--- config.mk ---
export PLATFORM = sky130hd
export DESIGN_NAME = bitstream_accumulator
export DESIGN_NICKNAME = d
export VERILOG_FILES = /design/src/rtl/sc_pkg.sv /design/src/rtl/bitstream_accumulator.sv
export SDC_FILE = /design/constraint.sdc
export NUM_CORES = 1
export LEC_CHECK = 0
export ABC_AREA = 1
export BUFFER_PORTS_ARGS = -buffer_cell sky130_fd_sc_hd__buf_2
export CORE_MARGIN = 5
export CORE_UTILIZATION = 25
export DETAILED_ROUTE_END_ITERATION = 6
export PLACE_DENSITY_LB_ADDON = 0.1
export SYNTH_ARGS = -nofsm -noshare
export SYNTH_HDL_FRONTEND = slang
export SYNTH_SLANG_ARGS = --single-unit
--- constraint.sdc ---
create_clock -name clk -period 2.4 [get_ports clk]
set_clock_uncertainty 0.2 [all_clocks]
set_input_delay 0.24 -clock clk [delete_from_list [all_inputs] [get_ports clk]]
set_output_delay 0.24 -clock clk [all_outputs]
set_load 0.005 [all_outputs]
--- src/rtl/sc_pkg.sv ---
// Shared definitions for the stochastic-computing pipeline: accumulator FSM
// states and the common bitstream window length.
package sc_pkg;

  // Window length shared by the exp-constant generator and the accumulator.
  localparam int SC_WINDOW_LENGTH = 1092;

  typedef enum logic [1:0] {
    IDLE  = 2'd0,
    ACCUM = 2'd1,
    HOLD  = 2'd2
  } state_t;

endpackage

--- src/rtl/bitstream_accumulator.sv ---
// Counts the ones in a fixed-length stochastic bitstream window and presents
// the count with a valid/ready handshake. The start edge samples bit 0; the
// edge sampling the last bit lands the result, so the result is valid
// WINDOW_LENGTH-1 edges after start. A ready+start edge in HOLD chains the
// next window with no idle bubble.
module bitstream_accumulator
  import sc_pkg::*;
#(
  parameter int WINDOW_LENGTH = SC_WINDOW_LENGTH,
  parameter int COUNT_WIDTH   = $clog2(WINDOW_LENGTH + 1)
) (
  input  logic                   clk,
  input  logic                   rst,
  input  logic                   x,
  input  logic                   start,
  input  logic                   ready,
  output logic                   busy,
  output logic                   valid,
  output logic [COUNT_WIDTH-1:0] count_out
);

  // A one-bit window still needs a one-bit index register to stay legal.
  localparam int IDX_W   = (WINDOW_LENGTH > 1) ? $clog2(WINDOW_LENGTH) : 1;
  localparam bit ONE_BIT = (WINDOW_LENGTH == 1);

  state_t                 state, state_next;
  logic [COUNT_WIDTH-1:0] acc;
  logic [IDX_W-1:0]       idx;
  logic                   launch;
  logic                   last;

  // idx holds the index of the bit sampled on the coming edge.
  assign last  = (state == ACCUM) && (idx == IDX_W'(WINDOW_LENGTH - 1));
  assign busy  = (state == ACCUM);
  assign valid = (state == HOLD);

  // State register.
  always_ff @(posedge clk) begin
    if (rst) state <= IDLE;
    else     state <= state_next;
  end

  // Next state; launch marks an edge that samples bit 0 of a new window.
  always_comb begin
    state_next = state;
    launch     = 1'b0;
    case (state)
      IDLE: begin
        if (start) begin
          launch     = 1'b1;
          state_next = ONE_BIT ? HOLD : ACCUM;
        end
      end
      ACCUM: begin
        if (last) state_next = HOLD;
      end
      HOLD: begin
        if (ready) begin
          if (start) begin
            launch     = 1'b1;
            state_next = ONE_BIT ? HOLD : ACCUM;
          end else begin
            state_next = IDLE;
          end
        end
      end
      default: state_next = IDLE;
    endcase
  end

  // Accumulator, window index and result register. acc never exceeds
  // WINDOW_LENGTH, which COUNT_WIDTH is sized to hold, so no wrap occurs.
  always_ff @(posedge clk) begin
    if (rst) begin
      acc       <= '0;
      idx       <= '0;
      count_out <= '0;
    end else if (launch) begin
      acc <= COUNT_WIDTH'(x);
      idx <= IDX_W'(1);
      if (ONE_BIT) count_out <= COUNT_WIDTH'(x);
    end else if (state == ACCUM) begin
      acc <= acc + COUNT_WIDTH'(x);
      idx <= idx + IDX_W'(1);
      if (last) count_out <= acc + COUNT_WIDTH'(x);
    end
  end

endmodule

* Yosys cells after proc, flatten, opt, wreduce, memory -nomap -nowiden
Cells that the tools add are included.
** Word-level totals
- Register bits :: 35
- Output and inout bits :: 13
- Logic and storage cells :: 33
- Bits of input ports :: 5
** Cells by class
- Multiplexer cells :: 12
- Bitwise logic cells :: 1
- Equality and inequality tests :: 6
- Add/subtract/negate cells :: 2
- Reductions and logical operators :: 6
** Operator list (count)
- adder 11 x 1 -> 11 bit :: 1
- adder 11 x 1 -> 11 bit (second input constant) :: 1
- == test 11 bit (second input constant) :: 1
- two-way mux 1 bit :: 7
- two-way mux 2 bit :: 3
- case mux 2 bit (3 select lines) :: 1
- AND reduction 3 bit :: 2
- inequality test 2 bit (second input constant) :: 2
- == test 2 x 1 -> 1 bit (second input constant) :: 1
- == test 2 bit (second input constant) :: 1
- logical NOT 2 bit :: 1
- inequality test 2 x 1 -> 1 bit (second input constant) :: 1
- case mux 1 bit (2 select lines) :: 1
- nonzero test 2 bit :: 1
- OR reduction 2 bit :: 1
- logical AND 1 bit :: 1
- inverter 1 bit :: 1

* Depth between registers and ports, before layout
Gate-level depths: netlist of run 1.
- Depth in word-level cells :: 5
- Gate-level depth with buffers :: 9
- Gate-level depth less buffers :: 9

* Worst setup path before layout of run 1
No wires, ideal clock.
- Kind :: reg2reg
- From :: reg idx[0]
- To :: reg count_out[6]
- Cell stages (with the launch flop) :: 8
- Library setup time :: 0.115 ns
- Arrival :: 1.318 ns
- Slack :: 0.767 ns
- Data required time :: 2.085 ns
- Cell sequence :: dfxtp_1 > ha_1 > nand4_4 > nor2_4 > nand2_4 > buf_6 > o21ai_1 > nor2_1
** On the way
- Longest elaborated chain between the ends :: 3
** RTL lines
- start, declared :: RTL line bitstream_accumulator.sv:28 : logic [IDX_W-1:0] idx;
- start signal, assigned :: RTL line bitstream_accumulator.sv:84 : idx <= idx + IDX_W'(1);
- == test 11 bit :: RTL line bitstream_accumulator.sv:33 : assign last = (state == ACCUM) && (idx == IDX_W'(WINDOW_LENGTH - 1));
- logical AND 1 bit :: RTL line bitstream_accumulator.sv:33
- AND reduction 3 bit (no line)
- end signal, assigned :: RTL line bitstream_accumulator.sv:81 : if (ONE_BIT) count_out <= COUNT_WIDTH'(x);
- end signal, assigned :: RTL line bitstream_accumulator.sv:85 : if (last) count_out <= acc + COUNT_WIDTH'(x);
- end, declared :: RTL line bitstream_accumulator.sv:19 : output logic [COUNT_WIDTH-1:0] count_out
No other way between the ends.
A chain may end at the register's enable or synchronous reset.

* Final worst setup path of run 1
- From :: reg acc[0]
- To :: reg count_out[10]
** On the way
- Longest elaborated chain between the ends :: 1
** RTL lines
- start, declared :: RTL line bitstream_accumulator.sv:27 : logic [COUNT_WIDTH-1:0] acc;
- start signal, assigned :: RTL line bitstream_accumulator.sv:79 : acc <= COUNT_WIDTH'(x);
- start signal, assigned :: RTL line bitstream_accumulator.sv:83 : acc <= acc + COUNT_WIDTH'(x);
- adder 11 x 1 -> 11 bit :: RTL line bitstream_accumulator.sv:85
No other way between the ends.

==> parameters.txt, run 1 <==
Parameter                              Value

Clock network
  Count of clock tree sinks ... 35
  CTS Hold Buffers Added ... 0
  Count of instances resized after the clock tree is built ... 0
  Root buf cell ... clkbuf_8
  Clock latency reported for the late side of the worst-skew pair ... 280 ps
  H-tree depth reported by CTS ... 2
  Clock transition at the registers of the reported paths ... 70 ps
  Buffer depth of the longest clock path ... 2
  Post CTS Setup Buffer Count ... 0
  CTS buffer count ... 5
  TritonCTS clock tree ... built

Route
  Routed length per instance ... 10.72 um
  Number of vias in the routed layout ... 1510
  Average vias per placed instance ... 4.126
  Pre-antenna DRT Iters ... 4
  Initial DRC Count ... 80
  Routed wire length ... 3923 um
  Remaining antenna violation count after routing ... 0
  DRC ... 0

Min path
  Endpoint of the worst hold-timing path ... acc[0]$_SDFFE_PP0P_
  HP Start ... x
  Hold depth ... 3
  Path type of the worst min-delay path ... input port to flop

Setup path
  Critical path data required time ... 2380 ps
  Element type at the critical path end ... flop
  Source of the worst register-to-register timing path ... acc[0]$_SDFFE_PP0P_
  Worst Setup Path Type ... flop to flop
  R2R depth ... 9
  Worst reg-to-reg setup slack ... 550 ps
  Kind of start point of the critical path ... flop
  Critical register-to-register path endpoint ... count_out[10]$_SDFFE_PP0P_
  Arrival time of the worst setup path ... 1830 ps
  Maximum fanout encountered on the critical timing path ... 4

Global route
  Remaining global-route overflow ... 0
  Largest net degree at the start of global routing ... 19
  Initial antenna violation count ... 0
  GRT Total Usage ... 9.886%
  Wire length of the first global-routing pass ... 6906 um
  Number of global-route vias before repair ... 1477

Pwr
  Leak ... 0.0008615 uW
  Pwr dens ... 552.0 mW/mm^2
  Worst IR Drop VDD ... 165.3 uV

Floorplanning
  Starting density of the core ... about a quarter
  CORE AREA ... 0.006832 sq mm
  Number of standard-cell rows in the floorplan ... 30
  Area enclosed by the die boundary ... approximately 0.009 sq mm
  Die X ... about 94 um
  Die Span Y ... around 94 um
  Number of top-level pins ... 18

Synth
  Number of warnings reported in the yosys synthesis log ... 0
  Most frequent cell after synthesis ... nand2_1
  Most used flip-flop cell after synthesis ... dfxtp_1
  Number of storage elements in the synthesis netlist ... 35
  Unique masters post-synth ... 31
  Number of synthesized flops with an enable pin ... 0
  Commonest cells in the synthesized netlist ... nand2_1 (51), inv_1 (36), dfxtp_1 (35)
  Dominant cells by area after synthesis ... dfxtp_1 (40%), nand2_1 (11%), inv_1 (7.7%)
  Average size of a mapped cell ... 7.065 sq um
  Portion of the post-synthesis area used by sequential elements ... 39.83%
  Cell type with the highest aggregate area in the netlist ... dfxtp_1
  Total nets after synthesis ... approximately 260
  Top cell type's share of synthesized area ... roughly two fifths
  Fraction of registers with async set/reset ... 0%
  Instance count of the mapped netlist ... 249
  Netlist area before placement ... 0.001759 sq mm

Layout
  Share of final-layout standard cells stronger than drive strength 1 ... roughly 15%
  Ant. Diodes ... 0
  Filler cell count in the final layout ... 799
  Area added between synthesis and finish ... 14.86%
  Final layout net count ... about 280
  Sequential cell area ... 700.7 sq um
  Area of the multi-input gates ... between 800 and 900 sq um

Flow run
  Max-capacitance violation count ... 0

Placed design
  Post-DP HPWL ... 2990 um
  IO Port Bufs ... 17
  Routability congestion estimate from global placement ... about 0.76

Timing
  Transition time at the pin with the least slew margin ... between 400 and 500 ps
  Final setup fails ... 0
  Final Cycle Share ... roughly 77%
  Minimum clock period ... between 1500 and 2000 ps
  Post-Route Setup TNS ... 0 ps
  Setup repair after global routing missed its margin ... no
  Slew headroom ... 67.52%
  Number of hold-slack violations in the final timing report ... 0
  Final slew viol count ... 0
  Maximum operating frequency ... 540.6 MHz
  Post-Route Hold Slack ... 26.60 ps

Run status
  Outcome ... completed
-- placed cells by master, fill, tap and decap left out --
cell,instances
nand4_1,5
dfxtp_1,35
a211oi_2,1
clkbuf_1,2
clkinv_2,1
nor4_1,1
buf_2,17
inv_8,1
nor2_4,2
nor2_2,3
nand2_2,2
inv_2,1
xnor2_1,2
a211oi_1,1
nand2_4,2
nand3_1,14
xor2_1,4
clkbuf_8,5
inv_1,36
nand4_4,1
o211ai_1,1
buf_4,2
nand2_1,51
nor3_1,6
clkinv_1,1
nand3_2,1
a21oi_1,26
o21ai_2,1
o21ai_0,10
o21ai_1,1
ha_1,3
nor2_1,31
-- registers in the layout (all words and copies together) (netlist names) --
register	count
count_out	11
acc	11
state	2
idx	11
-- area by class of cell --
class | count | area share, %
sequential | 35 | 34.67
multi-input combinational | 169 | 42.79
inverter | 39 | 7.616
tap | 96 | 5.944
timing repair buffer | 19 | 4.954
clock buffer | 7 | 3.777
clock inverter | 1 | 0.2477
-- per-stage QoR --
step	util [%]	power, uW	instances	setup slack (ps)	instance area (sq um)
after CTS	29.58	1148	366	525.6	2021
final	29.58	1115	366	550.2	2021
after global routing	29.58	1189	366	298.0	2021
after global placement	28.39	717.9	358	490.6	1939
after detailed placement	28.39	715.4	358	526.6	1939
after floorplan	-	690.1	249	766.8	1759
-- layer usage --
layer  wire length (um)  part of all wire [%]  track usage, %
met4                 61                   1.6           3.610
met2               1588                    40           14.37
met1               2086                    53           13.68
met3                187                   4.8           2.965
met5                  0                     0               0
-- cells by family after synthesis --
| group | after synthesis | share of synthesized area (%) |
|---|---|---|
| xor+xnor | 6 | 2.987 |
| fa+ha+maj | 3 | 2.134 |
| compound gates | 41 | 12.59 |
| flops | 35 | 39.83 |
| simple gates | 119 | 31.44 |
| buf+inv | 45 | 11.02 |
-- worst max-delay path, cell delays in order, from the launching register on --
cell and delay, ps:
dfxtp_1 330, ha_1 190, ha_1 200, nand3_1 140, nor2_1 240, nand3_1 120
nand2_1 90, nand2_1 80, nor2_1 110, nor2_1 50
-- power breakdown --
part | switching, uW | internal [uW] | total (uW)
Combinational | 63.8 | 31.3 | 95.1
Clock | 211 | 204 | 415
Sequential | 11.3 | 594 | 605
Total | 286 | 829 | 1120
-- worst max path at each step --
stage	from	slack (ps)	end
floorplan	idx[0]$_SDFFE_PP0P_	770	count_out[6]$_SDFFE_PP0P_
global placement	idx[0]$_SDFFE_PP0P_	490	count_out[5]$_SDFFE_PP0P_
detailed placement	idx[0]$_SDFFE_PP0P_	530	count_out[1]$_SDFFE_PP0P_
CTS	idx[0]$_SDFFE_PP0P_	530	count_out[1]$_SDFFE_PP0P_
global route	acc[0]$_SDFFE_PP0P_	300	acc[8]$_SDFFE_PP0P_
finish	acc[0]$_SDFFE_PP0P_	550	count_out[10]$_SDFFE_PP0P_
(Power assumes the default switching activity.)
==> run 2: changes to the inputs <==
clock period = 1.9 ns   (was 2.4 ns; I/O delays follow)
==> parameters.txt, run 2 (synthesis results as in run 1) <==
Parameter                              Value

Run status
  Outcome ... completed

Global route
  Wire length of the first global-routing pass ... 7155 um
  Largest net degree at the start of global routing ... 19
  Remaining global-route overflow ... 0
  GRT Total Usage ... 10.34%
  Number of global-route vias before repair ... 1498
  Initial antenna violation count ... 0

Pwr
  Switching Share ... 25.34%
  Pwr dens ... 690.4 mW/mm^2
  Leak ... 0.0009027 uW
  Sequential share of power ... 52.4%
  Net switching component of the power ... 369.5 uW
  Worst IR Drop VDD ... between 200 and 250 uV
  Internal Dissipation ... 1089 uW
  Combinational cell fraction of total power ... 9.7%
  Portion of total power attributed to the clock network ... ~38%

Layout
  Most common cell after layout, fill and taps aside ... nand2_1
  Area added between synthesis and finish ... 20.06%
  Area of the multi-input gates ... just under 900 sq um
  Share of final-layout standard cells stronger than drive strength 1 ... 17.75%
  Final layout net count ... 284
  Sequential cell area ... 700.7 sq um
  Registers with the most flip-flops ... acc: 11 flops, count_out: 11 flops, idx: 11 flops
  Highest-count cells in the layout ignoring fill and taps ... nand2_1 (51), inv_1 (36), dfxtp_1 (35)
  Filler cell count in the final layout ... 793
  Ant. Diodes ... 0
  Finished Layout Cells ... between 300 and 400

Clock network
  CTS buffer count ... 5
  Clock latency reported for the late side of the worst-skew pair ... 290 ps
  Buffer depth of the longest clock path ... 2
  Root buf cell ... clkbuf_8
  H-tree depth reported by CTS ... 2
  Clock transition at the registers of the reported paths ... 70 ps
  Post CTS Setup Buffer Count ... 0
  Count of clock tree sinks ... 35
  TritonCTS clock tree ... built

Placed design
  Cell Count Post-Placement ... between 300 and 400
  Post-DP HPWL ... roughly 3100 um
  Pre-CTS setup slack ... 136.3 ps
  Routability congestion estimate from global placement ... 0.7591
  IO Port Bufs ... 17

Route
  Initial DRC Count ... 42
  Average vias per placed instance ... ~4.1
  Routed length per instance ... ~11 um
  Routed wire length ... ~4100 um
  Number of vias in the routed layout ... 1530
  Remaining antenna violation count after routing ... 0
  DRC ... 0
  Pre-antenna DRT Iters ... 4

Timing
  Minimum clock period ... 1694 ps
  Post-Route Setup TNS ... 0 ps
  Final setup fails ... 0
  Final Cycle Share ... 89.14%
  Final slew viol count ... 0
  Least setup slack across all paths after layout ... a little over 200 ps
  Maximum operating frequency ... slightly below 600 MHz
  Number of hold-slack violations in the final timing report ... 0
  Setup repair after global routing missed its margin ... no
  Slew headroom ... 77.40%
  Transition time at the pin with the least slew margin ... 337.8 ps

Setup path
  Maximum fanout encountered on the critical timing path ... 3
  Family with the most delay on the worst path ... simple AND/OR/NAND/NOR gates
  Kind of start point of the critical path ... flop
  Worst reg-to-reg setup slack ... 210 ps
  Critical path data required time ... approximately 1900 ps
  Arrival time of the worst setup path ... about 1700 ps
  Source of the worst register-to-register timing path ... acc[0]$_SDFFE_PP0P_
  Worst Setup Path Type ... flop to flop
  Cell chain of the critical path ... ha_1, ha_2, nand3_2, nor3_1, nor2_1, o21ai_0, inv_1
  Slowest library cell on the worst path ... dfxtp_1
  Critical register-to-register path endpoint ... acc[6]$_SDFFE_PP0P_
  Worst Path Buf+Inv ... 1
  Element type at the critical path end ... flop
  R2R depth ... 7
  CP max stage delay ... 330 ps

Min path
  Hold depth ... 2
  Endpoint of the worst hold-timing path ... count_out[3]$_SDFFE_PP0P_
  Path type of the worst min-delay path ... input port to flop
  HP Start ... rst

Floorplanning
  Number of top-level pins ... 18
  CORE AREA ... a little under 0.007 sq mm
  Area enclosed by the die boundary ... between 0.008 and 0.009 sq mm
  Die X ... 93.89 um
  Starting density of the core ... 25.75%
  Die Span Y ... 93.89 um
  Number of standard-cell rows in the floorplan ... 30

Flow run
  Max-capacitance violation count ... 0
-- run 2: cell count changes in the layout (fill, tap and decap cells not counted), sizes merged --
cell         previous run  this run
buf                    19        24
clkbuf                  7         6
dlygate4sd3             0         2
-- run 2: per-stage QoR --
| stage | power [uW] | utilization (%) | hold WS (ps) | cell area [sq um] |
|---|---|---|---|---|
| final | 1458 | 30.92 | 29.04 | 2112 |
| after global routing | 1546 | 30.92 | 40.52 | 2112 |
| after CTS | 1492 | 30.70 | 22.94 | 2097 |
| after detailed placement | 919.5 | 29.12 | 253.5 | 1989 |
| after global placement | 921.6 | 29.12 | 248.3 | 1989 |
| after floorplan | 871.8 | - | 137.2 | 1759 |
-- run 2: area by class of cell --
type	count	share of cell area (%)
clock buffers	6	3.910
clock inverters	1	0.2370
inverters	39	7.287
multi-input cells	169	41.65
flip-flops and latches	35	33.18
well taps	96	5.687
repair buffers	26	8.057
-- run 2: power by group through the flow --
stage	Clock, uW	Sequential [uW]	Combinational [uW]
2_1_floorplan	0	779	93.1
3_3_place_gp	0	781	141
3_5_place_dp	0	780	140
4_1_cts	585	763	144
5_1_grt	617	765	164
6_report	554	763	141
-- run 2: how the worst max path moves through the flow --
stage,startpoint,to,slack (ps),depth (start not counted)
finish,acc[0]$_SDFFE_PP0P_,acc[6]$_SDFFE_PP0P_,210,7
global route,acc[0]$_SDFFE_PP0P_,acc[6]$_SDFFE_PP0P_,2,7
CTS,acc[0]$_SDFFE_PP0P_,acc[8]$_SDFFE_PP0P_,100,9
detailed placement,acc[0]$_SDFFE_PP0P_,acc[8]$_SDFFE_PP0P_,140,9
global placement,acc[0]$_SDFFE_PP0P_,acc[8]$_SDFFE_PP0P_,130,9
floorplan,idx[0]$_SDFFE_PP0P_,count_out[6]$_SDFFE_PP0P_,270,7
-- run 2: per-layer routing --
| metal | vias to the layer above | global-route usage, % | part of all wire (%) |
|---|---|---|---|
| met2 | 19 | 15.43 | 40 |
| met5 | - | 0 | 0 |
| li1 | 844 | - | - |
| met3 | 5 | 2.724 | 3.2 |
| met1 | 662 | 14.14 | 55 |
| met4 | 0 | 3.971 | 1.7 |
-- run 2: what timing repair did --
action,CTS,global route
endpoints found under the setup margin,0,5
resized for setup,0,5
hold buffers,2,0
endpoints found under the hold margin,2,0
==> run 3: changes to the inputs <==
REMOVE_ABC_BUFFERS = 1   (was unset)
==> parameters.txt, run 3 (synthesis results as in run 1) <==
Parameter                              Value

Min path
  Hold depth ... 2
  HP Start ... rst
  Endpoint of the worst hold-timing path ... count_out[3]$_SDFFE_PP0P_
  Path type of the worst min-delay path ... input port to flop

Run status
  Outcome ... completed

Setup path
  Slowest library cell on the worst path ... dfxtp_1
  Kind of start point of the critical path ... flop
  R2R depth ... 10
  Worst reg-to-reg setup slack ... about 170 ps
  Critical path data required time ... 1890 ps
  Worst Setup Path Type ... flop to flop
  Source of the worst register-to-register timing path ... acc[0]$_SDFFE_PP0P_
  Critical register-to-register path endpoint ... count_out[10]$_SDFFE_PP0P_
  Element type at the critical path end ... flop
  Arrival time of the worst setup path ... 1720 ps
  Worst Path Buf+Inv ... 1
  Family with the most delay on the worst path ... simple AND/OR/NAND/NOR gates
  Maximum fanout encountered on the critical timing path ... 3
  CP max stage delay ... between 300 and 400 ps
  Cell chain of the critical path ... ha_1, ha_1, nand3_2, nor2_2, buf_4, nand3_1, nand2_1, nand2_1, nor2_1, nor2_1

Layout
  Final Util ... a little under a third
  Most common cell after layout, fill and taps aside ... nand2_1
  Highest-count cells in the layout ignoring fill and taps ... nand2_1 (51), inv_1 (36), dfxtp_1 (35)
  Share of final-layout standard cells stronger than drive strength 1 ... 18.57%
  Area added between synthesis and finish ... 23.61%
  Final layout net count ... 287
  Filler cell count in the final layout ... roughly 780
  Finished Layout Cells ... ~380
  Registers with the most flip-flops ... acc: 11 flops, count_out: 11 flops, idx: 11 flops
  Area of the multi-input gates ... approximately 870 sq um
  Sequential cell area ... 700.7 sq um
  Ant. Diodes ... 0

Clock network
  TritonCTS clock tree ... built
  Clock latency reported for the late side of the worst-skew pair ... 280 ps
  Buffer depth of the longest clock path ... 2
  CTS buffer count ... 5
  Count of clock tree sinks ... 35
  Clock transition at the registers of the reported paths ... 80 ps
  H-tree depth reported by CTS ... 2
  Root buf cell ... clkbuf_8

Flow run
  Max-capacitance violation count ... 0

Global route
  Remaining global-route overflow ... 0
  Largest net degree at the start of global routing ... 18
  Number of global-route vias before repair ... 1532
  Wire length of the first global-routing pass ... about 7300 um
  GRT Total Usage ... between 10% and 20%
  Initial antenna violation count ... 0

Pwr
  Pwr dens ... 787.6 mW/mm^2
  Leak ... 0.0009389 uW
  Worst IR Drop VDD ... roughly 270 uV
  Overall power ... 1713 uW

Floorplanning
  Number of standard-cell rows in the floorplan ... 30
  Die Span Y ... about 94 um
  Number of top-level pins ... 18
  CORE AREA ... 0.006832 sq mm
  Area enclosed by the die boundary ... ~0.0088 sq mm
  Starting density of the core ... 25.75%
  Die X ... 93.89 um

Placed design
  Post-DP HPWL ... 3088 um
  IO Port Bufs ... 17
  Cell Count Post-Placement ... roughly 370
  Pre-CTS setup slack ... 102.9 ps
  Routability congestion estimate from global placement ... 0.7133

Timing
  Setup repair after global routing missed its margin ... no
  Number of hold-slack violations in the final timing report ... 0
  Maximum operating frequency ... slightly below 600 MHz
  Final Cycle Share ... 91.15%
  Final slew viol count ... 0
  Transition time at the pin with the least slew margin ... 324.2 ps
  Minimum clock period ... 1732 ps
  Least setup slack across all paths after layout ... 168.1 ps
  Post-Route Setup TNS ... 0 ps
  Final setup fails ... 0
  Slew headroom ... slightly below 80%

Route
  Number of vias in the routed layout ... 1588
  Pre-antenna DRT Iters ... 4
  Routed length per instance ... around 11 um
  Average vias per placed instance ... 4.223
  Initial DRC Count ... 27
  DRC ... 0
  Remaining antenna violation count after routing ... 0
  Routed wire length ... 4156 um
run 3: cell type report:
type / count / area share [%]
Timing Repair Buffer: 29 / 8.861
Clock inverter: 2 / 2.762
Clock buffer: 6 / 3.337
Multi-Input combinational cell: 169 / 40.22
Inverter: 39 / 7.077
Sequential cell: 35 / 32.22
Tap cell: 96 / 5.524
run 3: repair_timing:
action,CTS,global route
hold endpoints to repair,2,0
buffers inserted,0,1
gates resized for setup,0,4
hold buffers,2,0
endpoints found under the setup margin,0,4
run 3: where the power goes:
group / switching [uW] / internal [uW]
Combinational: 89.0 / 57.3
Clock: 278 / 525
Sequential: 13.0 / 750
Total: 380 / 1330
run 3: worst max path at each step:
stage	from	cells past startpoint	slack, ps	endpoint
floorplan	state[0]$_SDFFE_PP0P_	6	180	acc[6]$_SDFFE_PP0P_
finish	acc[0]$_SDFFE_PP0P_	10	170	count_out[10]$_SDFFE_PP0P_
global placement	acc[0]$_SDFFE_PP0P_	9	150	acc[8]$_SDFFE_PP0P_
global route	acc[0]$_SDFFE_PP0P_	10	0.9	count_out[10]$_SDFFE_PP0P_
CTS	acc[0]$_SDFFE_PP0P_	9	80	acc[8]$_SDFFE_PP0P_
detailed placement	acc[0]$_SDFFE_PP0P_	9	100	acc[8]$_SDFFE_PP0P_
run 3: layer usage:
layer,routed length [um],track usage [%],vias up
met2,1800,16.50,16
met3,131,2.564,5
met5,0,0,-
met1,2167,13.83,711
li1,-,-,856
met4,57,4.332,0
run 3: stage by stage:
stage | area (sq um) | hold slack (ps)
after global placement | 2004 | 248.3
final | 2175 | 33.99
after floorplan | 1719 | 59.07
after global routing | 2175 | 37.05
after detailed placement | 2004 | 255.3
after CTS | 2157 | 27.98
run 3: worst register-to-register path, cell delays in order, from the launching register on:
cell     delay, ps
dfxtp_1        340
ha_1           170
ha_1           190
nand3_2        120
nor2_2         160
buf_4          130
nand3_1         60
nand2_1         90
nand2_1         50
nor2_1          80
nor2_1          40
